`config.mk`:
```
export PLATFORM = sky130hd
export DESIGN_NAME = bcd_serial_adder
export DESIGN_NICKNAME = d
export VERILOG_FILES = /design/src/rtl/bcd_serial_adder.sv
export SDC_FILE = /design/constraint.sdc
export NUM_CORES = 1
export LEC_CHECK = 0
export ABC_CLOCK_PERIOD_IN_PS = 3540
export BUFFER_PORTS_ARGS = -buffer_cell sky130_fd_sc_hd__buf_4
export CAP_MARGIN = 20
export CORE_AREA = 3 3 89 91
export CTS_BUF_LIST = sky130_fd_sc_hd__clkbuf_4
export DETAILED_ROUTE_END_ITERATION = 10
export DIE_AREA = 0 0 92 94
export PLACE_DENSITY = 0.79
export SLEW_MARGIN = 20
export SYNTH_ARGS = -nofsm -noshare
export SYNTH_HDL_FRONTEND = slang
export SYNTH_SLANG_ARGS = --single-unit
```
`constraint.sdc`:
```
create_clock -name clock -period 3.54 [get_ports clock]
set_input_delay 0 -clock clock [delete_from_list [all_inputs] [get_ports clock]]
set_output_delay 0 -clock clock [all_outputs]
set_load 0.005 [all_outputs]
```
`src/rtl/bcd_serial_adder.sv`:
```
// Packed-BCD adder/subtractor, one decimal digit per clock, LSD first.
// Operands captured on a start/busy handshake; results presented with a done pulse.
module bcd_serial_adder #(
    parameter int DIGITS = 4
) (
    input  logic                  clock,
    input  logic                  reset_L,
    input  logic                  start,
    input  logic                  sub,
    input  logic                  cin,
    input  logic [4*DIGITS-1:0]   A,
    input  logic [4*DIGITS-1:0]   B,
    output logic                  busy,
    output logic                  done,
    output logic [4*DIGITS-1:0]   sum,
    output logic                  cout,
    output logic                  invalid
);
    localparam int W  = 4 * DIGITS;
    localparam int CW = (DIGITS > 1) ? $clog2(DIGITS) : 1;

    typedef enum logic {
        S_IDLE,
        S_RUN
    } state_t;

    state_t          state_reg;
    logic [W-1:0]    a_reg;
    logic [W-1:0]    b_reg;
    logic [W-1:0]    res_reg;
    logic            carry_reg;
    logic            inv_reg;
    logic [CW-1:0]   cnt_reg;

    logic [DIGITS-1:0] a_bad;
    logic [DIGITS-1:0] b_bad;
    logic [W-1:0]      b_cap;
    logic              inv_cap;

    // Subtraction is A + (9's complement of B) + 1, so B is complemented at capture.
    genvar gi;
    generate
        for (gi = 0; gi < DIGITS; gi++) begin : g_dig
            assign a_bad[gi]          = (A[4*gi +: 4] > 4'd9);
            assign b_bad[gi]          = (B[4*gi +: 4] > 4'd9);
            assign b_cap[4*gi +: 4]   = sub ? (4'd9 - B[4*gi +: 4]) : B[4*gi +: 4];
        end
    endgenerate

    assign inv_cap = (|a_bad) | (|b_bad);

    int unsigned  base;
    logic [3:0]   a_dig;
    logic [3:0]   b_dig;
    logic [4:0]   t;
    logic [4:0]   t_adj;
    logic [3:0]   dig;
    logic         carry_next;
    logic [W-1:0] res_next;
    logic         last;

    always_comb begin
        base       = 4 * int'(cnt_reg);
        a_dig      = a_reg[base +: 4];
        b_dig      = b_reg[base +: 4];
        t          = {1'b0, a_dig} + {1'b0, b_dig} + {4'b0, carry_reg};
        t_adj      = t - 5'd10;
        if (t >= 5'd10) begin
            dig        = t_adj[3:0];
            carry_next = 1'b1;
        end else begin
            dig        = t[3:0];
            carry_next = 1'b0;
        end
        res_next          = res_reg;
        res_next[base +: 4] = dig;
        last              = (cnt_reg == CW'(DIGITS - 1));
    end

    always_ff @(posedge clock or negedge reset_L) begin
        if (!reset_L) begin
            state_reg <= S_IDLE;
            a_reg     <= '0;
            b_reg     <= '0;
            res_reg   <= '0;
            carry_reg <= 1'b0;
            inv_reg   <= 1'b0;
            cnt_reg   <= '0;
            busy      <= 1'b0;
            done      <= 1'b0;
            sum       <= '0;
            cout      <= 1'b0;
            invalid   <= 1'b0;
        end else begin
            done <= 1'b0;
            case (state_reg)
                S_IDLE: begin
                    if (start) begin
                        a_reg     <= A;
                        b_reg     <= b_cap;
                        carry_reg <= sub | cin;
                        inv_reg   <= inv_cap;
                        cnt_reg   <= '0;
                        res_reg   <= '0;
                        busy      <= 1'b1;
                        state_reg <= S_RUN;
                    end
                end
                S_RUN: begin
                    res_reg   <= res_next;
                    carry_reg <= carry_next;
                    cnt_reg   <= cnt_reg + CW'(1);
                    if (last) begin
                        // Digit steps run regardless; a bad operand only masks the result.
                        state_reg <= S_IDLE;
                        busy      <= 1'b0;
                        done      <= 1'b1;
                        invalid   <= inv_reg;
                        sum       <= inv_reg ? '0 : res_next;
                        cout      <= inv_reg ? 1'b0 : carry_next;
                    end
                end
                default: state_reg <= S_IDLE;
            endcase
        end
    end
endmodule
```
==> flow_metrics.tcl, run 1 <==
set metrics [dict create \
    crit_type "flop to flop" \
    tightest_slew_ns 0.885 \
    grt-ovfl-total 0 \
    synth_ff_type "dfrtp_1" \
    wl_met2_um 4740 \
    cts_buffer_depth 2 \
    timing.rr.end "res_reg[14]" \
    dieHeight_um 94 \
    routed_wl_um 9150 \
    yosysWarnings 0 \
    layout_commonest_cell "nand2_1" \
    whs_ns 0.0173 \
    irDropWorstVdd_v 0.000734 \
    die-area_mm2 0.00865 \
    synth_area_leaders "dfrtp_1 48%, nand2_1 7.5%, mux4_2 4.8%" \
    synthArstFlopShare_pct 100 \
    fmax_mhz 297 \
    die_w_um 92 \
    setup_violations 0 \
    final_cell_mix "75 x nand2_1, 72 x dfrtp_1, 67 x buf_4" \
    worstSetupStartpointType "flop" \
    slowest_delay_ns 0.57 \
    tritoncts "built" \
    r2r_start "cnt_reg[0]" \
    arrival_ns 3.67 \
    maxSlewViolCount 0 \
    min_path_cells 3 \
    synth_area_per_cell_um2 10.2 \
    layout_min_cycle_time_ns 3.37 \
    clock-sinks 73 \
    drc 0 \
    crit_path_top_delay_cell "fa_2" \
    final_hold_viol_count 0 \
    synthCells 370 \
    yosysUniqueCellTypes 50 \
    crit_chain "mux4_2 > fa_1 > fa_2 > inv_1 > ha_1 > nand4b_1 > o31a_1 > mux2_4 > a22o_1" \
    grt_pass1_wl_um 15600 \
    period_share_pct 95.2 \
    grt_max_degree 74 \
    yosys.area_share.adder_pct 5.71 \
    min_to "b_reg[8]" \
    topRoutingLayerUsed "met4" \
    start_util_pct 52.2 \
    io_pins 57 \
    cellPowerDensity_mw_per_mm2 1190 \
    finalPower_mw 5.73 \
    synth_top_family_by_area "compound AO/OA/AOI/OAI gates" \
    cp_top_family "adder cells" \
    r2r_slack_ns 0.17 \
    antenna_found_initial 0 \
    critPathRequiredTime_ns 3.85 \
    finalNetCount 515 \
    cp_max_fo 5 \
    leakagePower_nw 2.28 \
    drtAntennaViolNets 0 \
    ys_seq_area_share_pct 48.5 \
    cts_buffers 9 \
    rr_worst_depth 9 \
    htreeDepth 3 \
    wl_met3_um 449 \
    syn_area_mm2 0.00377 \
    crit_path_end_kind "flop" \
    drv_cap 0 \
    hold_path_startpoint "sub" \
    first_iter_violations 136 \
    coreArea_mm2 0.00721 \
    synth_top_area_cell "dfrtp_1" \
    vias_per_cell 5.64 \
    syn2layout_area_growth_pct 27.5 \
    fp-row-count 31 \
    root_buffer "clkbuf_4" \
    clk_pin_slew_ns 0.12 \
    drive_above_1_share_pct 22.7 \
    first_pass_iters 5 \
    ys_seq_elements 73 \
    port_buffers 56 \
    hold_path_class "primary input to flop" \
    n_antenna_cell 0 \
    synth_compound_area_share_pct 17.2 \
    synth_enable_flop_cells 0 \
    place.gp.congestion 0.845 \
    crit_buf_inv 1 \
    muxShareOfSynthArea_pct 6.94 \
    synthesis.nets 423 \
    insertion_delay_ns 0.41 \
    yosysTopAreaCellShare_pct 48.5 \
    dpl.hpwl_um 6220 \
    grt_pass1_vias 3239 \
    max_slew_margin_pct 41.0 \
    grt_use_total_pct 22.9 \
    status "completed" \
    fin_skew_ns 0.0101 \
    synth_xor_area_share_pct 3.19 \
    vias 3189 \
    wl_met1_um 3720 \
    synth-simple-area-share_pct 14.1 \
    wl_per_cell_um 16.2 \
]
==> cell usage after synthesis (2+ instances only) <==
master     n
nand2_1   75
dfrtp_1   73
nor2_1    22
a21oi_1   17
inv_1     15
clkbuf_1  14
ha_1      14
o21ai_0   12
a22oi_1   11
a22o_1    10
o21ai_1   10
mux4_2     8
o31ai_1    7
xnor2_1    6
a21o_1     5
nor3b_1    5
a32o_1     4
a32oi_1    4
mux2i_1    4
nor3_1     4
o22ai_1    4
xor2_1     4
buf_1      3
buf_2      3
inv_2      3
nand4_1    3
o31ai_2    3
fa_1       2
mux2_4     2
nand2b_1   2
xnor2_2    2
==> through the flow <==
stage | TNS [ns] | cell area (um^2) | utilization, % | setup WS [ns] | std cells
6_report | 0 | 4800 | 66.6 | 0.172 | 565
5_1_grt | -0.00125 | 4800 | 66.6 | -0.00125 | 565
4_1_cts | 0 | 4770 | 66.1 | 0.0929 | 562
3_5_place_dp | 0 | 4280 | 59.3 | 0.123 | 511
3_3_place_gp | 0 | 4280 | 59.3 | 0.230 | 511
2_1_floorplan | 0 | 3780 | - | 0.0369 | 370
==> cells by family (layout without fill, tap and decap cells) <==
kind of cell	count (synthesis)	after routing
AND/OR/NAND/NOR	121	121
AO/OA/AOI/OAI	93	93
flip-flops	73	73
buffers and inverters	40	136
adder cells (fa/ha/maj)	16	16
multiplexers	15	15
XOR/XNOR	12	12
==> power by group <==
| part | internal, mW | total [mW] | switching [mW] |
|---|---|---|---|
| logic | 1.73 | 3.79 | 2.06 |
| clock network | 0.225 | 0.511 | 0.286 |
| registers | 1.20 | 1.43 | 0.232 |
==> layer usage <==
| metal | vias up | global-route usage, % |
|---|---|---|
| met5 | - | 0 |
| met4 | 0 | 9.28 |
| met3 | 24 | 4.33 |
| met2 | 109 | 40.6 |
| met1 | 1557 | 27.5 |
| li1 | 1499 | - |
==> repair_timing <==
item / 4_1_cts / 5_1_grt
endpoints found under the setup margin: 0 / 12
hold buffers: 36 / 0
hold endpoints to repair: 113 / 0
buffers inserted: 0 / 3
gates resized for setup: 0 / 2
==> tightest hold or removal path: stages <==
cell     delay (ns)
buf_4          0.20
xnor2_1        0.14
a21oi_1        0.06
==> worst max path at each step <==
stage | cells past startpoint | end | start | slack, ns
floorplan | 12 | res_reg[14] | cnt_reg[0] | 0.04
detailed placement | 10 | res_reg[13] | cnt_reg[0] | 0.12
finish | 9 | res_reg[14] | cnt_reg[0] | 0.17
global placement | 10 | res_reg[13] | cnt_reg[0] | 0.23
global route | 10 | sum[1] | cnt_reg[0] | -0.001
CTS | 10 | res_reg[13] | cnt_reg[0] | 0.09
==> final cells by class <==
class	instances	area [um^2]
clock buffers	11	82.6
repair buffers	103	863
multi-input cells	257	1790
fillers	574	2410
clock inverters	4	46.3
flip-flops and latches	73	1830
inverters	18	67.6
well taps	99	124
Note: power is estimated with default switching activity, not from simulation.
==> inputs of run 2 (changes only) <==
==> constraint.sdc (replaced) <==
create_clock -name clock -period 3.54 [get_ports clock]
set_input_delay 0.885 -clock clock [delete_from_list [all_inputs] [get_ports clock]]
set_output_delay 0.885 -clock clock [all_outputs]
set_load 0.1 [all_outputs]
==> run 2 against run 1 <==
Global-route usage down 1.7 points. Critical path depth unchanged. Worst setup slack lost 0.0068 ns. First-iteration DRC count decreased by 15%. Non-clock buffer count shrank 36. Register-to-register slack is essentially flat. Critical path type unchanged. Largest cell class unchanged. Highest routed layer unchanged.
==> flow_metrics.tcl, run 2 (synthesized netlist as in run 1, its figures left out) <==
set metrics [dict create \
    fmax_mhz 296 \
    dieHeight_um 94 \
    multi_input_area_mm2 0.00179 \
    layout_commonest_cell "nand2_1" \
    cp_max_fo 5 \
    routed_wl_um 8460 \
    grt-ovfl-total 0 \
    wl_met1_um 3510 \
    cts_buffers 9 \
    crit_chain "mux4_2 > fa_1 > fa_2 > inv_1 > ha_1 > nand4b_1 > o31a_1 > mux2_4 > a22o_1" \
    hold_path_startpoint "a_reg[6]" \
    place.gp.congestion 0.845 \
    tritoncts "built" \
    crit_path_top_delay_cell "fa_2" \
    insertion_delay_ns 0.41 \
    clk_pin_slew_ns 0.12 \
    hold_path_class "flop to flop" \
    root_buffer "clkbuf_4" \
    cp_top_family "adder cells" \
    setup_tns_ns 0 \
    crit_path_end_kind "flop" \
    htreeDepth 3 \
    layout_min_cycle_time_ns 3.38 \
    n_antenna_cell 0 \
    first_iter_violations 115 \
    max_slew_margin_pct 41.3 \
    io_pins 57 \
    antenna_found_initial 0 \
    tightest_slew_ns 0.880 \
    dpl.cell_count 511 \
    grt_use_total_pct 21.2 \
    vias_per_cell 5.70 \
    fin_skew_ns 0.0128 \
    cp-startpoint "cnt_reg[0]" \
    final_hold_viol_count 0 \
    maxSlewViolCount 0 \
    status "completed" \
    period_share_pct 95.3 \
    syn2layout_area_growth_pct 17.9 \
    drive_above_1_share_pct 24.7 \
    grt_max_degree 74 \
    grt_pass1_wl_um 14400 \
    seq_area_mm2 0.00183 \
    die_w_um 92 \
    vias 3015 \
    wl_per_cell_um 16.0 \
    r2r_start "cnt_reg[0]" \
    die-area_mm2 0.00865 \
    drtAntennaViolNets 0 \
    arrival_ns 3.67 \
    cts_buffer_depth 2 \
    place_area_mm2 0.00428 \
    wl_met3_um 472 \
    fp-row-count 31 \
    port_buffers 56 \
    critPathRequiredTime_ns 3.84 \
    wl_met2_um 4260 \
    final_cells 529 \
    crit_type "flop to flop" \
    fin_area_mm2 0.00444 \
    coreArea_mm2 0.00721 \
    drv_cap 0 \
    clock-sinks 73 \
    start_util_pct 52.2 \
    drc 0 \
    setup_violations 0 \
    final_cell_mix "75 x nand2_1, 72 x dfrtp_1, 67 x buf_4" \
    first_pass_iters 5 \
    finalNetCount 479 \
    slowest_delay_ns 0.57 \
    topRoutingLayerUsed "met4" \
    crit_buf_inv 1 \
    grt_pass1_vias 2991 \
    dpl.hpwl_um 6220 \
    fillers 622 \
    ctsHoldBuffers 0 \
    worstSetupStartpointType "flop" \
]
-- run 2: cell types whose count changed in the layout (fill, tap and decap cells not counted) --
cell | before | now
dlygate4sd3_1 | 36 | 0
-- run 2: worst paths after layout --
kind	cells past startpoint	end	slack, ns
setup / recovery	9	res_reg[14]	0.16
hold / removal	2	a_reg[6]	0.50
setup reg to reg	9	res_reg[14]	0.16
hold reg to reg	2	a_reg[6]	0.50
max in group asynchronous	1	cnt_reg[0]	2.34
min in group asynchronous	1	sum[6]	0.60
-- run 2: timing repair --
action | CTS | global route
setup buffers | 0 | 3
setup endpoints to repair | 0 | 12
resized for setup | 0 | 2
-- run 2: worst register-to-register path, stage by stage, from the launching register on --
cell and delay, ns:
dfrtp_2 0.45, mux4_2 0.53, fa_1 0.45, fa_2 0.57
inv_1 0.11, ha_1 0.22, nand4b_1 0.09, o31a_1 0.26
mux2_4 0.35, a22o_1 0.23
-- run 2: layer usage --
layer  GRT usage [%]  vias to the layer above
met5               0                        -
met4            8.91                        0
met3            4.09                       18
met2            36.5                       98
met1            26.2                     1468
li1                -                     1431
-- run 2: area by class of cell --
class                           count  area share [%]
Multi-Input combinational cell    257            40.3
Sequential cell                    73            41.1
Tap cell                           99            2.79
Clock buffer                       11            1.86
Clock inverter                      4            1.04
Timing Repair Buffer               67            11.3
Inverter                           18            1.52
-- run 2: stage by stage --
| step | utilization (%) | hold WS, ns | setup slack, ns |
|---|---|---|---|
| after CTS | 61.1 | 0.495 | 0.0929 |
| after detailed placement | 59.3 | 0.466 | 0.123 |
| after floorplan | - | 0.440 | 0.0369 |
| after global placement | 59.3 | 0.457 | 0.230 |
| final | 61.6 | 0.496 | 0.165 |
| after global routing | 61.6 | 0.520 | -0.00644 |
Power of run 2 is not shown: default switching activity piles up to over one toggle a cycle in this logic, so the estimate is an artifact.
==> inputs of run 3 (changes only) <==
Settings changed: ABC_AREA from default to 1, ABC_CLOCK_PERIOD_IN_PS 3540 to default, CORE_AREA 3 3 89 91 to 3 3 88 90, DIE_AREA 0 0 92 94 to 0 0 91 93, GPL_TIMING_DRIVEN from default to 1, PLACE_DENSITY 0.79 to 0.8.
==> run 3 against run 2 <==
Flip-flop and latch count stayed put. Critical path depth is 8 higher. Die area is 2.1% lower. Critical path type unchanged. Critical endpoint is now res_reg[13]. Highest routed layer unchanged.
==> flow_metrics.tcl, run 3 <==
set metrics [dict create \
    drv_cap 0 \
    max_slew_margin_pct 40.7 \
    coreArea_mm2 0.00714 \
    synth_common_cells "177 x nand2_1, 73 x dfrtp_1, 52 x o21ai_0, 40 x nor2_1, 30 x inv_1" \
    start_util_pct 52.0 \
    finalNetCount 571 \
    synth_compound_area_share_pct 11.3 \
    min_path_cells 2 \
    crit_path_top_delay_cell "dfrtp_2" \
    final_hold_viol_count 0 \
    cts_buffers 9 \
    tightest_slew_ns 0.890 \
    routed_wl_um 8850 \
    setup_violations 0 \
    leakagePower_nw 2.26 \
    tritoncts "built" \
    crit_path_end_kind "flop" \
    fin_skew_ns 0.0111 \
    vias_per_cell 5.36 \
    slowest_delay_ns 0.51 \
    power.switching_mw 2.26 \
    n_antenna_cell 0 \
    crit_path_frequent_cell "nand2_1" \
    grt-ovfl-total 0 \
    ys_seq_area_share_pct 49.2 \
    port_buffers 56 \
    hold_path_class "flop to flop" \
    syn2layout_area_growth_pct 15.7 \
    insertion_delay_ns 0.44 \
    die_w_um 91 \
    maxSlewViolCount 0 \
    fin_area_mm2 0.00429 \
    final_cell_mix "177 x nand2_1, 72 x dfrtp_1, 61 x buf_4" \
    irDropWorstVdd_v 0.000638 \
    root_buffer "clkbuf_4" \
    dpl.hpwl_um 6320 \
    hold_path_startpoint "a_reg[5]" \
    rr_worst_depth 17 \
    period_share_pct 90.1 \
    setup_tns_ns 0 \
    cp_max_fo 12 \
    whs_ns 0.489 \
    timing.rr.end "res_reg[13]" \
    synthesis.nets 517 \
    rsz0062_at_grt "false" \
    grt_use_total_pct 22.0 \
    cellPowerDensity_mw_per_mm2 1010 \
    drc 0 \
    die-area_mm2 0.00846 \
    wl_per_cell_um 14.3 \
    grt_max_degree 74 \
    synth_area_per_cell_um2 8.00 \
    io_pins 57 \
    fin_ws_ns 0.352 \
    vias 3320 \
    place_area_mm2 0.00420 \
    fp-row-count 31 \
    fmax_mhz 314 \
    htreeDepth 3 \
    drive_above_1_share_pct 15.6 \
    critPathRequiredTime_ns 3.93 \
    clock-sinks 73 \
    ctsHoldBuffers 0 \
    p_seq_share_pct 30.5 \
    ys_seq_elements 73 \
    crit_type "flop to flop" \
    final_util_pct 60.1 \
    yosysWarnings 0 \
    clk_pin_slew_ns 0.11 \
    final_cells 619 \
    yosysUniqueCellTypes 29 \
    r2r_start "cnt_reg[1]" \
    syn_area_mm2 0.00371 \
    layout_commonest_cell "nand2_1" \
    place.gp.congestion 0.892 \
    finalPower_mw 4.33 \
    dpl.cell_count 606 \
    yosysMostFrequentCell "nand2_1" \
    clkPwrFrac_pct 9.3 \
    grt_pass1_vias 3139 \
    synth_top_family_by_area "simple AND/OR/NAND/NOR gates" \
    synthCells 464 \
    yosys.area_share.adder_pct 5.80 \
    grt_pass1_wl_um 14900 \
    synthArstFlopShare_pct 100 \
    internal_power_mw 2.06 \
    crit_chain "clkinvlp_4 > o21ai_0 > o22ai_1 > fa_1 > fa_1 > nand2_1 > nand2_1 > ha_1 > nand2_1 > nand2_1 > nand2_2 > nand2_1 > nand2_2 > nand4_1 > nand2_1 > nand2_1 > nand2_1" \
    comb_power_share_pct 60.2 \
    synth-simple-area-share_pct 26.0 \
    r2r_slack_ns 0.35 \
    cts_setup_buffers 0 \
    cts_buffer_depth 2 \
    muxShareOfSynthArea_pct 0 \
    first_pass_iters 6 \
    switching_share_pct 52.3 \
    yosysTopAreaCellShare_pct 49.2 \
    arrival_ns 3.57 \
    cts_resized 0 \
    antenna_found_initial 0 \
    drtAntennaViolNets 0 \
    min_to "a_reg[5]" \
    layout_min_cycle_time_ns 3.19 \
    synth_ff_type "dfrtp_1" \
    synth_area_leaders "dfrtp_1 49%, nand2_1 18%, o21ai_0 7.0%" \
    synth_top_area_cell "dfrtp_1" \
    status "completed" \
    first_iter_violations 309 \
    pre_cts_ws_ns 0.238 \
    dieHeight_um 93 \
    synth_xor_area_share_pct 1.89 \
    worstSetupStartpointType "flop" \
    synth_enable_flop_cells 0 \
]
[run 3: how the worst max path moves through the flow]
| stage | to | slack, ns | cells after the start | from |
|---|---|---|---|---|
| finish | res_reg[13] | 0.35 | 17 | cnt_reg[1] |
| global route | res_reg[5] | 0.08 | 17 | cnt_reg[1] |
| CTS | sum[11] | 0.24 | 14 | cnt_reg[1] |
| detailed placement | res_reg[3] | 0.24 | 12 | cnt_reg[1] |
| global placement | sum[11] | 0.44 | 14 | cnt_reg[1] |
| floorplan | sum[15] | 0.62 | 16 | cnt_reg[0] |
[run 3: cell type report]
cell class	count	area, um^2
Fill cell	639	2850
Sequential cell	73	1830
Multi-Input combinational cell	341	1670
Timing Repair Buffer	61	458
Inverter	32	124
Tap cell	99	124
Clock buffer	10	75.1
Clock inverter	3	11.3
[run 3: routing by layer]
layer | GRT usage (%) | part of all wire [%] | vias up
li1 | - | - | 1594
met1 | 29.5 | 44 | 1561
met2 | 35.1 | 47 | 135
met3 | 5.15 | 6.5 | 30
met4 | 8.17 | 2.6 | 0
met5 | 0 | 0 | -
[run 3: worst max-delay path, delay by kind of cell (launching register included)]
kind            cells  cell delay (ns)
fa+ha+maj           3             1.11
simple gates       11             1.01
flops               1             0.51
buf+inv             1             0.26
compound gates      2             0.25
[run 3: cells by family (layout without fill, tap and decap cells)]
logic type	count (synthesis)	count (layout)
simple gates	241	241
compound gates	76	76
flops	73	73
buf+inv	50	106
fa+ha+maj	16	16
xor+xnor	8	8
[run 3: power groups by stage]
| stage | registers [mW] | clock network, mW | logic [mW] |
|---|---|---|---|
| finish | 1.32 | 0.404 | 2.60 |
| global route | 1.35 | 0.439 | 2.89 |
| CTS | 1.31 | 0.406 | 2.53 |
| detailed placement | 1.32 | 0 | 2.52 |
| global placement | 1.32 | 0 | 2.36 |
| floorplan | 1.42 | 0 | 1.79 |
